File: config.mk
export PLATFORM = sky130hd
export DESIGN_NAME = aes128_key_expand
export DESIGN_NICKNAME = d
export VERILOG_FILES = /design/src/rtl/aes128_key_expand.sv
export SDC_FILE = /design/constraint.sdc
export NUM_CORES = 1
export LEC_CHECK = 0
export CELL_PAD_IN_SITES_DETAIL_PLACEMENT = 2
export CELL_PAD_IN_SITES_GLOBAL_PLACEMENT = 2
export CORE_ASPECT_RATIO = 1.4
export CORE_MARGIN = 2
export CORE_UTILIZATION = 29
export CTS_CLUSTER_SIZE = 24
export DETAILED_ROUTE_END_ITERATION = 10
export GPL_TIMING_DRIVEN = 0
export PLACE_DENSITY_LB_ADDON = 0.3
export SLEW_MARGIN = 30
export SYNTH_ARGS = -nofsm -noshare
export SYNTH_HDL_FRONTEND = slang
export SYNTH_SLANG_ARGS = --single-unit
File: constraint.sdc
create_clock -name clk -period 5 [get_ports clk]
set_input_delay 1.25 -clock clk [delete_from_list [all_inputs] [get_ports clk]]
set_output_delay 1.25 -clock clk [all_outputs]
set_load 0.05 [all_outputs]
File: src/rtl/aes128_key_expand.sv
// AES-128 key schedule: expands key_i into rk0..rk10 using an external word S-box.
// Latency: rk0 one cycle after start acceptance, each later key one cycle after sbox_ready_i.
// Backpressure: none on rk_o; stalls on sbox_ready_i, aborts with err_o after SBOX_TIMEOUT cycles.
//
// Ports:
//   clk, rst_n                    clock, synchronous active-low reset
//   start_i, key_i                expansion request and cipher key (sampled in IDLE only)
//   busy_o                        expansion in progress
//   rk_valid_o, rk_idx_o, rk_o    one-cycle round-key strobe, index 0..10, key {w0,w1,w2,w3}
//   done_o, err_o                 completion pulse (with rk10), S-box timeout pulse
//   sbox_start_o, sbox_word_o     request pulse and held RotWord to the S-box provider
//   sbox_decrypt_o                always 0 (forward S-box)
//   sbox_word_i, sbox_ready_i     substituted word and completion pulse from the provider
module aes128_key_expand #(
  parameter int SBOX_TIMEOUT = 15
) (
  input  logic         clk,
  input  logic         rst_n,
  input  logic         start_i,
  input  logic [127:0] key_i,
  output logic         busy_o,
  output logic         rk_valid_o,
  output logic [3:0]   rk_idx_o,
  output logic [127:0] rk_o,
  output logic         done_o,
  output logic         err_o,
  output logic         sbox_start_o,
  output logic         sbox_decrypt_o,
  output logic [31:0]  sbox_word_o,
  input  logic [31:0]  sbox_word_i,
  input  logic         sbox_ready_i
);

  typedef enum logic [1:0] {S_IDLE, S_REQ, S_WAIT, S_EMIT} state_t;

  // r_tcnt holds the number of cycles elapsed since the request pulse, so the
  // abort fires when the next cycle would be the SBOX_TIMEOUT-th one.
  localparam logic [7:0] TCNT_LAST = 8'(SBOX_TIMEOUT - 1);

  state_t       r_state;
  logic [31:0]  r_w0, r_w1, r_w2, r_w3;
  logic [3:0]   r_round;
  logic [7:0]   r_tcnt;

  logic         r_busy;
  logic         r_rk_valid;
  logic [3:0]   r_rk_idx;
  logic [127:0] r_rk;
  logic         r_done;
  logic         r_err;
  logic         r_sbox_start;
  logic [31:0]  r_sbox_word;

  logic [7:0]   w_rcon;
  logic [31:0]  w_temp, w_w4, w_w5, w_w6, w_w7;

  always_comb begin
    w_rcon = 8'h00;
    case (r_round)
      4'd1:    w_rcon = 8'h01;
      4'd2:    w_rcon = 8'h02;
      4'd3:    w_rcon = 8'h04;
      4'd4:    w_rcon = 8'h08;
      4'd5:    w_rcon = 8'h10;
      4'd6:    w_rcon = 8'h20;
      4'd7:    w_rcon = 8'h40;
      4'd8:    w_rcon = 8'h80;
      4'd9:    w_rcon = 8'h1b;
      4'd10:   w_rcon = 8'h36;
      default: w_rcon = 8'h00;
    endcase
  end

  // Next four schedule words, only meaningful in the cycle sbox_ready_i is seen.
  assign w_temp = sbox_word_i ^ {w_rcon, 24'h000000};
  assign w_w4   = r_w0 ^ w_temp;
  assign w_w5   = r_w1 ^ w_w4;
  assign w_w6   = r_w2 ^ w_w5;
  assign w_w7   = r_w3 ^ w_w6;

  always_ff @(posedge clk) begin
    if (!rst_n) begin
      r_state      <= S_IDLE;
      r_w0         <= '0;
      r_w1         <= '0;
      r_w2         <= '0;
      r_w3         <= '0;
      r_round      <= '0;
      r_tcnt       <= '0;
      r_busy       <= 1'b0;
      r_rk_valid   <= 1'b0;
      r_rk_idx     <= '0;
      r_rk         <= '0;
      r_done       <= 1'b0;
      r_err        <= 1'b0;
      r_sbox_start <= 1'b0;
      r_sbox_word  <= '0;
    end else begin
      // Pulse outputs default low; each state raises them for exactly one cycle.
      r_rk_valid   <= 1'b0;
      r_done       <= 1'b0;
      r_err        <= 1'b0;
      r_sbox_start <= 1'b0;
      case (r_state)
        S_IDLE: begin
          if (start_i) begin
            r_w0         <= key_i[127:96];
            r_w1         <= key_i[95:64];
            r_w2         <= key_i[63:32];
            r_w3         <= key_i[31:0];
            r_round      <= 4'd1;
            r_tcnt       <= '0;
            r_busy       <= 1'b1;
            // rk0 and the first RotWord request appear together in REQ.
            r_rk_valid   <= 1'b1;
            r_rk_idx     <= 4'd0;
            r_rk         <= key_i;
            r_sbox_start <= 1'b1;
            r_sbox_word  <= {key_i[23:0], key_i[31:24]};
            r_state      <= S_REQ;
          end
        end
        S_REQ: begin
          r_tcnt  <= 8'd1;
          r_state <= S_WAIT;
        end
        S_WAIT: begin
          // Ready takes priority over the timeout in the same cycle.
          if (sbox_ready_i) begin
            r_w0       <= w_w4;
            r_w1       <= w_w5;
            r_w2       <= w_w6;
            r_w3       <= w_w7;
            r_rk_valid <= 1'b1;
            r_rk_idx   <= r_round;
            r_rk       <= {w_w4, w_w5, w_w6, w_w7};
            if (r_round == 4'd10) begin
              r_done <= 1'b1;
            end else begin
              r_sbox_start <= 1'b1;
              r_sbox_word  <= {w_w7[23:0], w_w7[31:24]};
            end
            r_state <= S_EMIT;
          end else if (r_tcnt == TCNT_LAST) begin
            r_err   <= 1'b1;
            r_busy  <= 1'b0;
            r_tcnt  <= '0;
            r_state <= S_IDLE;
          end else begin
            r_tcnt <= r_tcnt + 8'd1;
          end
        end
        S_EMIT: begin
          if (r_round == 4'd10) begin
            r_busy  <= 1'b0;
            r_state <= S_IDLE;
          end else begin
            r_round <= r_round + 4'd1;
            r_tcnt  <= 8'd1;
            r_state <= S_WAIT;
          end
        end
        default: r_state <= S_IDLE;
      endcase
    end
  end

  assign busy_o         = r_busy;
  assign rk_valid_o     = r_rk_valid;
  assign rk_idx_o       = r_rk_idx;
  assign rk_o           = r_rk;
  assign done_o         = r_done;
  assign err_o          = r_err;
  assign sbox_start_o   = r_sbox_start;
  assign sbox_word_o    = r_sbox_word;
  assign sbox_decrypt_o = 1'b0;

endmodule

* Yosys cells after proc, flatten, opt, wreduce, memory -nomap -nowiden *
Memory sizes are Yosys's and may differ from the RTL's. A register that Yosys moved wholly into a read port is not among the register bits.
Cells that the tools add are included.

operators by class
  bitwise operators = 7
  equal/unequal tests = 13
  add/sub/neg operators = 2
  reductions and logical operators = 12
  mux-type cells = 50

operator list
  operator                                                         number
  32-bit two-way mux                                               11
  32-bit case mux with 2 select lines                              5
  128-bit two-way mux                                              2
  128-bit case mux with 2 select lines                             1
  32-bit XOR                                                       5
  8-bit two-way mux                                                4
  8-bit case mux with 4 select lines                               1
  4-bit two-way mux                                                6
  4-bit case mux with 2 select lines                               2
  2-bit != test, second input constant                             7
  3-bit AND reduction                                              4
  1-bit two-way mux                                                10
  8-bit by 1-bit adder with 8-bit output, second input constant    1
  8-bit by 4-bit == test with 1-bit output, second input constant  1
  2-bit two-way mux                                                4
  2-bit case mux with 4 select lines                               1
  5-bit AND reduction                                              1
  4-bit by 1-bit adder with 4-bit output, second input constant    1
  2-bit == test, second input constant                             2
  4-bit == test, second input constant                             1
  1-bit case mux with 2 select lines                               2
  4-bit AND reduction                                              1
  2-bit nonzero test                                               2
  3-bit != test, second input constant                             1
  other kinds (7)                                                  8

word-level totals
  memory bits (read-only) = 128
  word-level logic and storage cells = 100
  flip-flop bits (word level) = 311
  memories = 1

memory list
  memory           depth  bits a word  read ports  clocked after Yosys merged registers in  wr ports  RTL line  text
  (no name shown)  16     8            1           1                                        0         59        case (r_round)

* Depth between registers and ports, before layout *
  depth after elaboration = 8
  depth in mapped cells = 12

* Worst setup path after synthesis *
OpenSTA, ideal clock, no wires.

  path kind = in2reg
  from = input start_i
  to = register w_rcon[5] (netlist name)
  arrival time = 2,477 ps
  data required time = 4,879 ps
  stages = 8
  setup slack = 2,403 ps
  path buffers = 0
  path through = nor2b_1 > or3_4 > mux2i_1 > or2b_2 > ha_1 > and4_1 > o21ai_0 > nand2_1

on the way
  word-level cells in the longest chain between the ends = 4

ends and longest elaborated chain
  what                                              RTL line  text
  start, declared                                   19        input logic start_i,
  2-bit != test (no source line)                    n/a
  3-bit AND reduction (no source line)              n/a
  4-bit two-way mux (no source line) (2 in series)  n/a

No other way between the ends.
A chain may end at the register's enable or synchronous reset.

* Final worst setup path *
  from = input sbox_ready_i
  to = register r_w3[3]

on the way
  word-level cells in the longest chain between the ends = 2

ends and longest elaborated chain
  what                                  RTL line  text
  start, declared                       31        input logic sbox_ready_i
  2-bit != test (no source line)        n/a
  3-bit AND reduction (no source line)  n/a
  end signal, assigned                  110       r_w3 <= key_i[31:0];
  end signal, assigned                  133       r_w3 <= w_w7;
  end, declared                         41        logic [31:0] r_w0, r_w1, r_w2, r_w3;

No other way between the ends.

==> results.yml <==
worst_setup_path:
  worstPathMaxFanout: 10
  path_class: "in -> reg"
  path_cells: "clkdlybuf4s50_1 -> nand2b_1 -> o211a_4 -> buf_4 -> clkbuf_1 -> o21ai_0 -> a21oi_1"
  crit_arrival_ns: 3.50
  r2r-end: "r_w0[21]"
  cp-end-kind: "register"
  cp_slowest_cell: "clkdlybuf4s50_1"
  crit_path_start_kind: "primary input"
  rrSetupSlack_ns: 2.23
  slowest_delay_ns: 0.59
  r2r-start: "r_state[0]"
  critical_path_required_ns: 5.38
  rr_worst_depth: 9
power:
  switching_share_pct: 51.73
  ir_drop_uv: 273.8
  power_mw: 10.64
  p_int_mw: 5.137
  p_clk_share_pct: 13.9
  pwr-share-seq_pct: 24.3
  p_comb_share_pct: 61.8
  powerDensity_nw_per_um2: 716.7
  leakage_nw: 5.509
  p_sw_mw: 5.506
floorplan:
  die_h_um: 227.3
  coreArea_um2: 35070
  ioPinCount: 334
  dieArea_um2: 37160
  fp.dieW_um: 163.5
  rows: 81
  start_util_pct: 29.45
routing:
  dr.pass1.iters: 5
  drt_iter0_drc: 440
  vias: 10794
  drtAntennaViolNets: 0
  wl_um: 49630
  drcViolationCount: 0
  routedWlPerCell_um: 24.04
  viasPerCell: 5.230
clocking:
  root_buffer: "clkbuf_16"
  post_cts_buffers: 0
  cts_made_buffers: 17
  cts_resized: 0
  cts_tree: "yes"
  hold_buffers: 0
  clock_latency_ns: 0.46
  clkSlewWorstSetupHoldPaths_ns: 0.07
  cts_buffer_depth: 2
  cts.sinks: 191
  cts_htree_levels: 4
cells_and_area:
  utilization_pct: 42.34
  syn_to_final_growth_pct: 43.77
  drive_gt1_share_pct: 6.438
  fin_area_um2: 14850
  num-nets-final: 1765
  num-fill-cells: 3954
synthesis:
  synthCells: 1237
  ys_warn_count: 0
  seq_area_frac_synth_pct: 37.02
  synth-main-ff-cell: "dfxtp_1"
  avgSynthCellArea_um2: 8.349
  synth_area_leader_cell: "dfxtp_1"
  synth_edf_count: 0
  synthArstFlopShare_pct: 0
  synth_common_cells: "dfxtp_1, o21ai_0, nand2_1"
  ys_types: 59
  synth_top_area_share_pct: 37.02
  syn_nets: 1414
  yosys.cell_count.top_type: "dfxtp_1"
  syn_area_um2: 10330
  yosys-top-cells-area: "dfxtp_1, o21ai_0, xnor2_1, a21oi_1, xor2_1"
  synth_seq_cells: 191
timing:
  grt_setup_unrepaired: "no"
  finalSetupTns_ns: 0
  fin_crit_ns: 3.112
  worstMarginPinSlew_ns: 0.8459
  skew_ns: 0.01035
  fin_hold_ws_ns: 0.4787
  hold_viol_final: 0
  setup_viol: 0
  slew_headroom_pct: 43.60
  slew_violations: 0
  fmax_mhz: 321.3
  period_share_pct: 62.25
global_routing:
  grt_pass1_wl_um: 73050
  antenna_found_initial: 9
  grt_max_degree: 17
  grt_use_total_pct: 26.55
  grt-ovfl-total: 0
  grt_pass1_vias: 12019
min_path:
  hold_path_end: "sbox_word_o[1]"
  min_path_cells: 2
  hold_start: "sbox_word_o[1]"
  worstHoldPathType: "reg -> reg"
place:
  hpwl_um: 38850
  portBuffers: 332
  place_area_um2: 14220
  gp_congestion: 0.8180
outcome:
  outcome: "finished, final reports clean"
run:
  drv_cap: 0
[layout make-up]
cell class	count	area, um2	area share (%)
Clock buffer	22	474.2	3.194
Inverter	51	191.4	1.289
Tap cell	456	570.5	3.843
Clock inverter	9	132.6	0.8932
Multi-Input combinational cell	903	5867	39.51
Sequential cell	191	3824	25.75
Timing Repair Buffer	332	3323	22.38
Antenna cell	8	20.02	0.1348
Buffer	92	445.4	3.000
[per-stage QoR]
stage	std cells	setup WS, ns
after floorplan	1237	2.403
after global placement	2025	1.514
after detailed placement	2025	1.449
after CTS	2056	1.895
after global routing	2063	1.770
final	2064	1.888
[state kept, by name, summed over array words and instances, names as in the netlist]
register and flops:
rk_valid_o 1, w_rcon 8, done_o 1, sbox_start_o 1, rk_o 3, r_w3 31, r_w2 31, r_tcnt 8
err_o 1, r_round 4, r_w1 31, busy_o 1, sbox_word_o 32, r_w0 32, r_state 2, rk_idx_o 4
[worst max path at each step]
stage	from	to	slack, ns
3_3_place_gp	sbox_ready_i	sbox_word_o[14]	1.51
4_1_cts	sbox_ready_i	r_w3[3]	1.90
6_report	sbox_ready_i	r_w3[3]	1.89
3_5_place_dp	sbox_ready_i	r_w3[3]	1.45
2_1_floorplan	start_i	w_rcon[5]	2.40
5_1_grt	sbox_ready_i	r_w3[0]	1.77
[metal layers]
layer | part of all wire, % | GRT usage [%] | wire (um)
met3 | 4.2 | 4.609 | 2101
met2 | 52 | 48.24 | 25820
met1 | 38 | 28.71 | 19010
met4 | 5.4 | 15.73 | 2680
met5 | 0.028 | 0 | 14
[power groups by stage]
stage	logic [mW]	registers, mW	clock network [mW]
after floorplan	2.47	4.25	0
after global placement	6.45	2.57	0
after detailed placement	6.61	2.61	0
after CTS	6.65	2.58	1.50
after global routing	6.97	2.65	1.56
final	6.58	2.58	1.48
[critical path: cells and delay by family]
kind	cells	cell delay [ns]
AOI/OAI and AO/OA	3	0.61
buffers and inverters	3	1.35
and+or+nand+nor	1	0.28
[layout by cell type (no fill, tap or decap), types with 3 or more instances in the layout]
cell / instances
clkdlybuf4s50_1: 332
dfxtp_1: 191
o21ai_0: 142
nand2_1: 114
a21oi_1: 93
nand2b_1: 69
xnor2_1: 66
clkbuf_1: 51
inv_1: 51
xor2_1: 51
a31oi_1: 33
o22ai_1: 33
nor3_1: 30
buf_2: 29
mux2i_1: 29
nor2b_1: 27
nor3b_1: 25
nor2_1: 25
o31a_1: 24
a21boi_0: 24
nand3_1: 20
clkbuf_16: 17
a22oi_1: 13
ha_1: 13
buf_4: 11
mux2_2: 9
a31o_2: 9
diode_2: 8
xnor3_1: 7
or2_1: 7
nand4_1: 4
buf_6: 3
clkbuf_8: 3
bufinv_16: 3
[logic make-up (layout without fill, tap and decap cells)]
| kind of cell | Yosys count | after routing | synth area share [%] |
|---|---|---|---|
| compound gates | 387 | 387 | 22.49 |
| simple gates | 339 | 339 | 17.24 |
| flops | 191 | 191 | 37.02 |
| buf+inv | 143 | 506 | 6.167 |
| xor+xnor | 125 | 125 | 11.68 |
| mux | 38 | 38 | 3.792 |
| fa+ha+maj | 13 | 13 | 1.575 |
| other cells | 1 | 9 | 0.03631 |
Power figures use the tool's default switching activity.
